### config.mk
export PLATFORM = sky130hd
export DESIGN_NAME = pio_init_sequencer
export DESIGN_NICKNAME = d
export VERILOG_FILES = /design/src/rtl/pio_init_pkg.sv /design/src/rtl/pio_init_sequencer_hold_timer.sv /design/src/rtl/pio_init_sequencer.sv
export SDC_FILE = /design/constraint.sdc
export NUM_CORES = 1
export LEC_CHECK = 0
export CORE_ASPECT_RATIO = 0.7
export CORE_MARGIN = 2
export CORE_UTILIZATION = 46
export CTS_CLUSTER_DIAMETER = 40
export CTS_CLUSTER_SIZE = 12
export DETAILED_ROUTE_END_ITERATION = 7
export PLACE_DENSITY = 0.82
export SETUP_SLACK_MARGIN = 0.2
export SLEW_MARGIN = 25
export SYNTH_ARGS = -nofsm -noshare
export SYNTH_HDL_FRONTEND = slang
export SYNTH_SLANG_ARGS = --single-unit
### constraint.sdc
create_clock -name clk -period 3.6 [get_ports clk]
set_input_delay 0.72 -clock clk [delete_from_list [all_inputs] [get_ports clk]]
set_output_delay 0.72 -clock clk [all_outputs]
set_load 0.03 [all_outputs]
### src/rtl/pio_init_pkg.sv
// Shared definitions for the addressed 32-bit parameter-word protocol.
// Used by both the transmitter (pio_init_sequencer) and the receiving
// decoder so both ends agree on the address map and word layout.
//   Word layout: [31:24] addr, [23:DATA] zero pad, [17:0] data.
package pio_init_pkg;

    localparam int unsigned PIO_WORD_W = 32;
    localparam int unsigned PIO_ADDR_W = 8;
    localparam int unsigned PIO_DATA_W = 18;
    localparam int unsigned PIO_PAD_W  = PIO_WORD_W - PIO_ADDR_W - PIO_DATA_W;

    // Address map
    localparam logic [PIO_ADDR_W-1:0] ADDR_IDLE  = 8'd0;
    localparam logic [PIO_ADDR_W-1:0] ADDR_START = 8'd1;
    localparam logic [PIO_ADDR_W-1:0] ADDR_K1    = 8'd2;
    localparam logic [PIO_ADDR_W-1:0] ADDR_K2    = 8'd3;
    localparam logic [PIO_ADDR_W-1:0] ADDR_KM    = 8'd4;
    localparam logic [PIO_ADDR_W-1:0] ADDR_X1    = 8'd5;
    localparam logic [PIO_ADDR_W-1:0] ADDR_V1    = 8'd6;
    localparam logic [PIO_ADDR_W-1:0] ADDR_X2    = 8'd7;
    localparam logic [PIO_ADDR_W-1:0] ADDR_V2    = 8'd8;

    // Sequencer state encoding
    localparam int unsigned    STATE_W  = 2;
    localparam logic [1:0]     ST_IDLE  = 2'd0;
    localparam logic [1:0]     ST_SEND  = 2'd1;
    localparam logic [1:0]     ST_DONE  = 2'd2;

    // Word index: 0..6 parameters, 7 START=1, 8 START=0
    localparam int unsigned    INDEX_W    = 4;
    localparam logic [3:0]     LAST_INDEX = 4'd8;

    // Built-in self-test preset values
    localparam logic [PIO_DATA_W-1:0] PRESET_K1 = 18'h10000;
    localparam logic [PIO_DATA_W-1:0] PRESET_K2 = 18'h10000;
    localparam logic [PIO_DATA_W-1:0] PRESET_KM = 18'h10000;
    localparam logic [PIO_DATA_W-1:0] PRESET_X1 = 18'h3C000;
    localparam logic [PIO_DATA_W-1:0] PRESET_V1 = 18'h38000;
    localparam logic [PIO_DATA_W-1:0] PRESET_X2 = 18'h0E800;
    localparam logic [PIO_DATA_W-1:0] PRESET_V2 = 18'h06800;

    // Build a protocol word from address and data
    function automatic logic [PIO_WORD_W-1:0] pack_word(
        input logic [PIO_ADDR_W-1:0] addr,
        input logic [PIO_DATA_W-1:0] data
    );
        return {addr, {PIO_PAD_W{1'b0}}, data};
    endfunction

endpackage

### src/rtl/pio_init_sequencer_hold_timer.sv
// pio_hold_timer: 8-bit hold counter for the init sequencer.
// Counts 0..HOLD_CYCLES-1 while enabled and wraps to 0 on its own.
//   clk, reset_n : clock, async active-low reset
//   clear        : force count to 0 (priority over enable)
//   enable       : advance the count
//   tc_c         : combinational terminal-count pulse (enable && count==HOLD_CYCLES-1)
module pio_hold_timer #(
    parameter int unsigned HOLD_CYCLES = 4
) (
    input  logic clk,
    input  logic reset_n,
    input  logic clear,
    input  logic enable,
    output logic tc_c
);

    localparam int unsigned CNT_W  = 8;
    localparam logic [7:0]  TC_VAL = CNT_W'(HOLD_CYCLES - 1);

    logic [CNT_W-1:0] count_q;

    assign tc_c = enable && !clear && (count_q == TC_VAL);

    // Hold counter
    always_ff @(posedge clk or negedge reset_n) begin
        if (!reset_n) begin
            count_q <= '0;
        end else if (clear) begin
            count_q <= '0;
        end else if (enable) begin
            count_q <= tc_c ? '0 : count_q + CNT_W'(1);
        end
    end

endmodule

### src/rtl/pio_init_sequencer.sv
// pio_init_sequencer: transmits the seven DDA initial values plus a
// START=1 / START=0 restart handshake as addressed 32-bit words, each held
// for HOLD_CYCLES cycles with no gaps.
//   clk, reset_n   : clock, async active-low reset
//   go             : start request, honoured only in IDLE
//   preset_sel     : (PIO_INIT_PRESET_EN only) latch built-in presets instead of inputs
//   k1_in..v2_in   : parameter values, latched when go is accepted
//   pio_word_out   : registered protocol word
//   busy           : registered, high while words are being emitted
//   done           : registered, one-cycle completion pulse
// Optional feature macro: PIO_INIT_PRESET_EN
module pio_init_sequencer
    import pio_init_pkg::*;
#(
    parameter int unsigned HOLD_CYCLES = 4,
    parameter int unsigned DATA_W      = 18
) (
    input  logic              clk,
    input  logic              reset_n,
    input  logic              go,
`ifdef PIO_INIT_PRESET_EN
    input  logic              preset_sel,
`endif
    input  logic [DATA_W-1:0] k1_in,
    input  logic [DATA_W-1:0] k2_in,
    input  logic [DATA_W-1:0] km_in,
    input  logic [DATA_W-1:0] x1_in,
    input  logic [DATA_W-1:0] v1_in,
    input  logic [DATA_W-1:0] x2_in,
    input  logic [DATA_W-1:0] v2_in,
    output logic [31:0]       pio_word_out,
    output logic              busy,
    output logic              done
);

    localparam int unsigned NUM_VALS = 7;

    logic [STATE_W-1:0]    state_q, state_d;
    logic [INDEX_W-1:0]    index_q, index_d;
    logic [DATA_W-1:0]     val_q [NUM_VALS];
    logic [DATA_W-1:0]     val_d [NUM_VALS];
    logic [31:0]           word_d;
    logic                  busy_d;
    logic                  done_d;

    logic                  timer_clr_c;
    logic                  timer_en_c;
    logic                  timer_tc_c;
    logic                  use_preset_c;

    logic [PIO_ADDR_W-1:0] sel_addr_c;
    logic [PIO_DATA_W-1:0] sel_data_c;

    pio_hold_timer #(
        .HOLD_CYCLES (HOLD_CYCLES)
    ) u_hold_timer (
        .clk     (clk),
        .reset_n (reset_n),
        .clear   (timer_clr_c),
        .enable  (timer_en_c),
        .tc_c    (timer_tc_c)
    );

`ifdef PIO_INIT_PRESET_EN
    assign use_preset_c = preset_sel;
`else
    assign use_preset_c = 1'b0;
`endif

    // Address/data for the current word index
    always_comb begin
        sel_addr_c = ADDR_IDLE;
        sel_data_c = '0;
        case (index_q)
            4'd0: begin sel_addr_c = ADDR_K1;    sel_data_c = PIO_DATA_W'(val_q[0]); end
            4'd1: begin sel_addr_c = ADDR_K2;    sel_data_c = PIO_DATA_W'(val_q[1]); end
            4'd2: begin sel_addr_c = ADDR_KM;    sel_data_c = PIO_DATA_W'(val_q[2]); end
            4'd3: begin sel_addr_c = ADDR_X1;    sel_data_c = PIO_DATA_W'(val_q[3]); end
            4'd4: begin sel_addr_c = ADDR_V1;    sel_data_c = PIO_DATA_W'(val_q[4]); end
            4'd5: begin sel_addr_c = ADDR_X2;    sel_data_c = PIO_DATA_W'(val_q[5]); end
            4'd6: begin sel_addr_c = ADDR_V2;    sel_data_c = PIO_DATA_W'(val_q[6]); end
            4'd7: begin sel_addr_c = ADDR_START; sel_data_c = PIO_DATA_W'(1); end
            4'd8: begin sel_addr_c = ADDR_START; sel_data_c = '0; end
            default: begin sel_addr_c = ADDR_IDLE; sel_data_c = '0; end
        endcase
    end

    // Next-state and registered-output logic. Outputs follow the current
    // state, so each word appears one cycle after its state/index is entered.
    always_comb begin
        state_d     = state_q;
        index_d     = index_q;
        val_d       = val_q;
        word_d      = '0;
        busy_d      = 1'b0;
        done_d      = 1'b0;
        timer_clr_c = 1'b1;
        timer_en_c  = 1'b0;

        case (state_q)
            ST_IDLE: begin
                index_d = '0;
                if (go) begin
                    state_d = ST_SEND;
                    if (use_preset_c) begin
                        val_d[0] = DATA_W'(PRESET_K1);
                        val_d[1] = DATA_W'(PRESET_K2);
                        val_d[2] = DATA_W'(PRESET_KM);
                        val_d[3] = DATA_W'(PRESET_X1);
                        val_d[4] = DATA_W'(PRESET_V1);
                        val_d[5] = DATA_W'(PRESET_X2);
                        val_d[6] = DATA_W'(PRESET_V2);
                    end else begin
                        val_d[0] = k1_in;
                        val_d[1] = k2_in;
                        val_d[2] = km_in;
                        val_d[3] = x1_in;
                        val_d[4] = v1_in;
                        val_d[5] = x2_in;
                        val_d[6] = v2_in;
                    end
                end
            end

            ST_SEND: begin
                if (index_q > LAST_INDEX) begin
                    // Corrupted index: abandon the run
                    state_d = ST_IDLE;
                    index_d = '0;
                end else begin
                    timer_clr_c = 1'b0;
                    timer_en_c  = 1'b1;
                    busy_d      = 1'b1;
                    word_d      = pack_word(sel_addr_c, sel_data_c);
                    if (timer_tc_c) begin
                        if (index_q == LAST_INDEX) begin
                            state_d = ST_DONE;
                            index_d = '0;
                        end else begin
                            index_d = index_q + INDEX_W'(1);
                        end
                    end
                end
            end

            ST_DONE: begin
                done_d  = 1'b1;
                state_d = ST_IDLE;
                index_d = '0;
            end

            default: begin
                state_d = ST_IDLE;
                index_d = '0;
            end
        endcase
    end

    // State, latched values and output registers
    always_ff @(posedge clk or negedge reset_n) begin
        if (!reset_n) begin
            state_q      <= ST_IDLE;
            index_q      <= '0;
            pio_word_out <= '0;
            busy         <= 1'b0;
            done         <= 1'b0;
            for (int i = 0; i < NUM_VALS; i++) begin
                val_q[i] <= '0;
            end
        end else begin
            state_q      <= state_d;
            index_q      <= index_d;
            pio_word_out <= word_d;
            busy         <= busy_d;
            done         <= done_d;
            for (int i = 0; i < NUM_VALS; i++) begin
                val_q[i] <= val_d[i];
            end
        end
    end

endmodule

## After elaboration in Yosys (flattened, before gate mapping)

Index checks and enable logic that the tools add are counted.

- Flip-flop bits (word level): 174
- Logic and storage cells: 60
- Bits of input ports: 129
- Output and inout port bits: 34

- Eq/ne operators: 14
- Mux-type cells: 21
- Add/subtract/negate cells: 2
- Order comparisons: 1
- Reduce and logical (&&, ||, !) cells: 9

Operators with widths:

| cell | count |
|---|---|
| $pmux W18 S8 | 1 |
| $mux W32 | 2 |
| $pmux W4 S8 | 1 |
| $mux W8 | 3 |
| $eq A4 B3 Y1 const B | 4 |
| $mux W4 | 4 |
| $add A8 B1 Y8 const B | 1 |
| $eq A4 B2 Y1 const B | 2 |
| $eq A8 B2 Y1 const B | 1 |
| $mux W2 | 4 |
| $mux W1 | 5 |
| $add A4 B1 Y4 const B | 1 |
| $eq A4 B1 Y1 const B | 1 |
| $eq A4 B4 Y1 const B | 1 |
| $gt A4 B4 Y1 const B | 1 |
| $logic_not A4 Y1 | 1 |
| $pmux W2 S2 | 1 |
| $ne A3 B2 Y1 const B | 1 |
| $ne A3 B3 Y1 const B | 1 |
| $reduce_and A3 Y1 | 1 |
| $eq A2 B1 Y1 const B | 1 |
| $eq A2 B2 Y1 const B | 1 |
| $logic_and A1 B1 Y1 | 2 |
| $logic_not A2 Y1 | 1 |
| other kinds (5) | 5 |

## Depth between registers and ports, before layout

- Word-level depth: 9
- Mapped depth: 7
- Depth with buffers taken out: 6

## By module

Synthesis repeated with hierarchy kept, for this count alone.

- Cell total of the unflattened synthesis: 515
- Area, all modules: 7075.5 µm²

By module, submodules not included:

| module | cells each | area an instance (µm²) | times used | sequential area each (µm²) |
|---|---|---|---|---|
| pio_init_sequencer | 468 | 6621.4 | 1 | 3903.7 |
| pio_hold_timer | 47 | 454.2 | 1 | 200.2 |

## Worst setup path after synthesis

OpenSTA, ideal clock, no wires.

- Path kind: in2reg
- Start: input port go
- End: register val_q[31] (netlist bit)
- Setup slack: 1.672 ns
- Required time: 3.475 ns
- Arrival time: 1.803 ns
- Setup time: 0.125 ns
- Buffers on the path: 3
- Stages on the path: 5
- Cell sequence: nor3b_1 buf_2 buf_2 buf_2 mux2_2

- Longest elaborated chain between the ends: 1

Ends and longest elaborated chain:

| element | line | text |
|---|---|---|
| start: declaration | pio_init_sequencer.sv:20 | `input logic go,` |
| $reduce_and A2 Y1 (no source line) | - |  |
| end signal: indexed assignment | pio_init_sequencer.sv:177 | `val_q[i] <= val_d[i];` |
| end: declaration | pio_init_sequencer.sv:40 | `logic [DATA_W-1:0] val_q [NUM_VALS];` |

No other way between the ends.
A chain may end at the register's enable or synchronous reset.

## Final worst setup path

- Start: register index_q[1]
- End: register pio_word_out[8]

- Longest elaborated chain between the ends: 4
- Elaborated cells on any way between the ends: 12
- Classes of those cells: order compare: 1; eq/ne: 7; mux: 3; reduce/logical: 1

Ends and longest elaborated chain:

| element | line | text |
|---|---|---|
| start: declaration | pio_init_sequencer.sv:39 | `logic [INDEX_W-1:0] index_q, index_d;` |
| start signal: assignment | pio_init_sequencer.sv:172 | `index_q <= index_d;` |
| $eq A4 B3 Y1, or another cell as far along | pio_init_sequencer.sv:74 | `case (index_q)` |
| $pmux W18 S8 | pio_init_sequencer.sv:74 |  |
| $mux W32 (*) | pio_init_sequencer.sv:126 | `if (index_q > LAST_INDEX) begin` |
| $mux W32 (*) | pio_init_sequencer.sv:100 | `case (state_q)` |
| named net word_d[8] | pio_init_sequencer.sv:42 | `logic [31:0] word_d;` |
| end signal: assignment | pio_init_sequencer.sv:173 | `pio_word_out <= word_d;` |
| end: declaration | pio_init_sequencer.sv:31 | `output logic [31:0] pio_word_out,` |

Mark *: on every way through the listed nets, which the timed path passes. The rest lies on a longest branch.

==> metrics <==
fin. max-slew vios=0; DIE AREA=16300 sq um; kind of critical path=reg -> reg; Area growth syn-to-layout=32.0%; critical path capture point type=flip-flop; status=finished clean; top post-synthesis cells by area=dfrtp_1 (58%), mux2_2 (20%), a22oi_1 (2.0%); Min-Delay Path Class=in -> async; cell taking the most area after synthesis=dfrtp_1; Core Area=14800 sq um; die extent in x=152 um; Pwr per Cell Area=669 nW/um^2; post-route clock period utilization=68.2%; Final Net Count=793; drt pass-1 iters=5; Yosys top cell area share=58.2%; Die H=108 um; max-cap violations=0; global route total overflow=0; DR WL/cell=20.8 um; CTS tree=built; # fillers=1115; post-DP HPWL=12300 um; largest net degree at the start of global routing=80; area of the multi-input gates=2710 sq um; CTS clk-pin slew, worst paths=0.06 ns; Worst Max-Slew Pin Slew=1.03 ns; VDD IR max=269 uV; distinct cell type count after synthesis=51; Hold WS=0.318 ns; CTS root buf=clkbuf_16; Antenna Nets Post-Route=0; routed vias=4946; crit start category=flip-flop; Sequential Area=4110 sq um; Mapped Area=7050 sq um; Post-CTS Setup Repair Bufs=0; Max Freq=408 MHz; Top FF cell, synth=dfrtp_1; Yosys reg bits=164; RSZ-0062 raised after global routing=false; initial drt markers=295; Async SR Flop Fraction=100%; CP Data Arrival Time=2.78 ns; row cnt=37; Max-slew headroom=31.1%; Leak=3.87 nW; DR vias/cell=5.72; IO Pins=163; H-tree depth reported by CTS=4; Finish-stage setup viols=0; GRT Total Usage=23.0%; most common cell in the netlist=dfrtp_1; Remaining DRCs=0; CTS Sinks=164; initial antenna violation count=0; Post-Route WL=18000 um; post-synthesis area per instance=13.6 sq um; first-pass GRT wire length=28500 um; Tmin final=2.45 ns; final hold vios=0; Crit path required time=3.93 ns; PortBufs=152; Seq/Total Area, Yosys=58.2%; Setup TNS=0 ns; post-CTS resize count=0; CTS Buffer Depth=2; Clock Latency Late Sink=0.42 ns; cts bufs inserted=17; Crit Path Max Fanout=16; Ant. Diodes=0; # hold bufs at CTS=0; vias in the first global route=5196; EDFF count, synth=0; global placer's final weighted congestion=0.838; Clock Skew=0.0101 ns; share of layout cells above drive strength 1=26.0%; commonest cells in the netlist=dfrtp_1 (164), mux2_2 (128), clkbuf_1 (21), a22oi_1 (19), a22o_1 (16); Starting Density=47.6%; Yosys warnings=0; Syn Inst Count=518
## cells in the final DEF, fill, tap and decap left out, types with 3 or more instances in the layout
| cell type | instances |
|---|---|
| dfrtp_1 | 163 |
| clkdlybuf4s50_1 | 151 |
| mux2_2 | 128 |
| a22oi_1 | 19 |
| clkbuf_16 | 17 |
| a22o_1 | 16 |
| a21oi_1 | 12 |
| nor3_1 | 11 |
| a211oi_1 | 10 |
| conb_1 | 10 |
| inv_1 | 8 |
| nor2_1 | 7 |
| a222oi_1 | 7 |
| nand2_1 | 6 |
| nand3_1 | 6 |
| buf_4 | 6 |
| nor2b_1 | 5 |
| a32oi_1 | 5 |
| o21ai_0 | 5 |
| ha_1 | 5 |
| a31oi_1 | 4 |
| a221oi_1 | 4 |
| clkbuf_8 | 4 |
| and3_1 | 3 |
| nor3b_1 | 3 |
| a32o_1 | 3 |
| or3_1 | 3 |
| o31ai_1 | 3 |
| bufinv_16 | 3 |
## metrics by stage
step | cells | utilization [%] | setup slack (ns) | total power, mW | instance area, sq um
global route | 864 | 62.8 | 1.02 | 6.52 | 9310
global placement | 835 | 58.7 | 1.21 | 4.31 | 8700
finish | 864 | 62.8 | 1.15 | 6.22 | 9310
CTS | 864 | 62.8 | 1.14 | 6.25 | 9310
detailed placement | 835 | 58.7 | 1.18 | 4.37 | 8700
floorplan | 527 | - | 1.67 | 3.55 | 7080
## layer usage
metal | up-vias | share of wire, % | global-route usage (%)
met4 | 0 | 1.2 | 6.68
met2 | 218 | 45 | 34.3
met1 | 2521 | 46 | 33.0
met3 | 15 | 8.0 | 6.44
li1 | 2192 | - | -
met5 | - | 0 | 0
## kinds of logic (layout without fill, tap and decap cells)
group | count (synthesis) | in the layout | synth area share (%)
DFF | 164 | 164 | 58.2
muxes | 130 | 130 | 20.7
AOI/OAI and AO/OA | 100 | 100 | 11.0
and+or+nand+nor | 60 | 60 | 4.94
buffers and inverters | 55 | 197 | 3.82
adders and majority gates | 5 | 5 | 0.888
xor gates and xnor gates | 3 | 3 | 0.373
other | 1 | 10 | 0.0532
## state kept, by name, indices dropped and copies added (netlist names)
signal                cells
done                      1
val_q                   126
index_q                   4
busy                      1
u_hold_timer.count_q      8
pio_word_out             22
state_q                   2
## power breakdown
part / internal [mW] / switching, mW
registers: 2.17 / 0.221
clock network: 1.16 / 0.709
logic: 0.869 / 1.10
## layout make-up
cell class | instances | area share, %
Clock buffer | 21 | 5.16
Clock inverter | 8 | 1.34
Multi-Input combinational cell | 308 | 29.2
Inverter | 8 | 0.323
Sequential cell | 164 | 44.1
Timing Repair Buffer | 160 | 17.3
Tap cell | 195 | 2.62
## final timing paths
| path | startpoint | to | slack, ns | cells past startpoint |
|---|---|---|---|---|
| min in group clk | val_q[117] | val_q[117] | 0.51 | 1 |
| setup reg to reg | index_q[1] | pio_word_out[8] | 1.15 | 4 |
| hold / removal | reset_n | val_q[52] | 0.32 | 1 |
| setup / recovery | index_q[1] | pio_word_out[8] | 1.15 | 4 |
| max in group asynchronous | reset_n | val_q[46] | 2.38 | 2 |
| hold reg to reg | val_q[117] | val_q[117] | 0.51 | 1 |
## worst max-delay path, cell delays in order, from the launching register on
cell and delay, ns:
dfrtp_1 0.41, ha_1 0.73, nor3b_1 0.79, a221oi_1 0.25
a21oi_1 0.20
(Power assumes the default switching activity.)
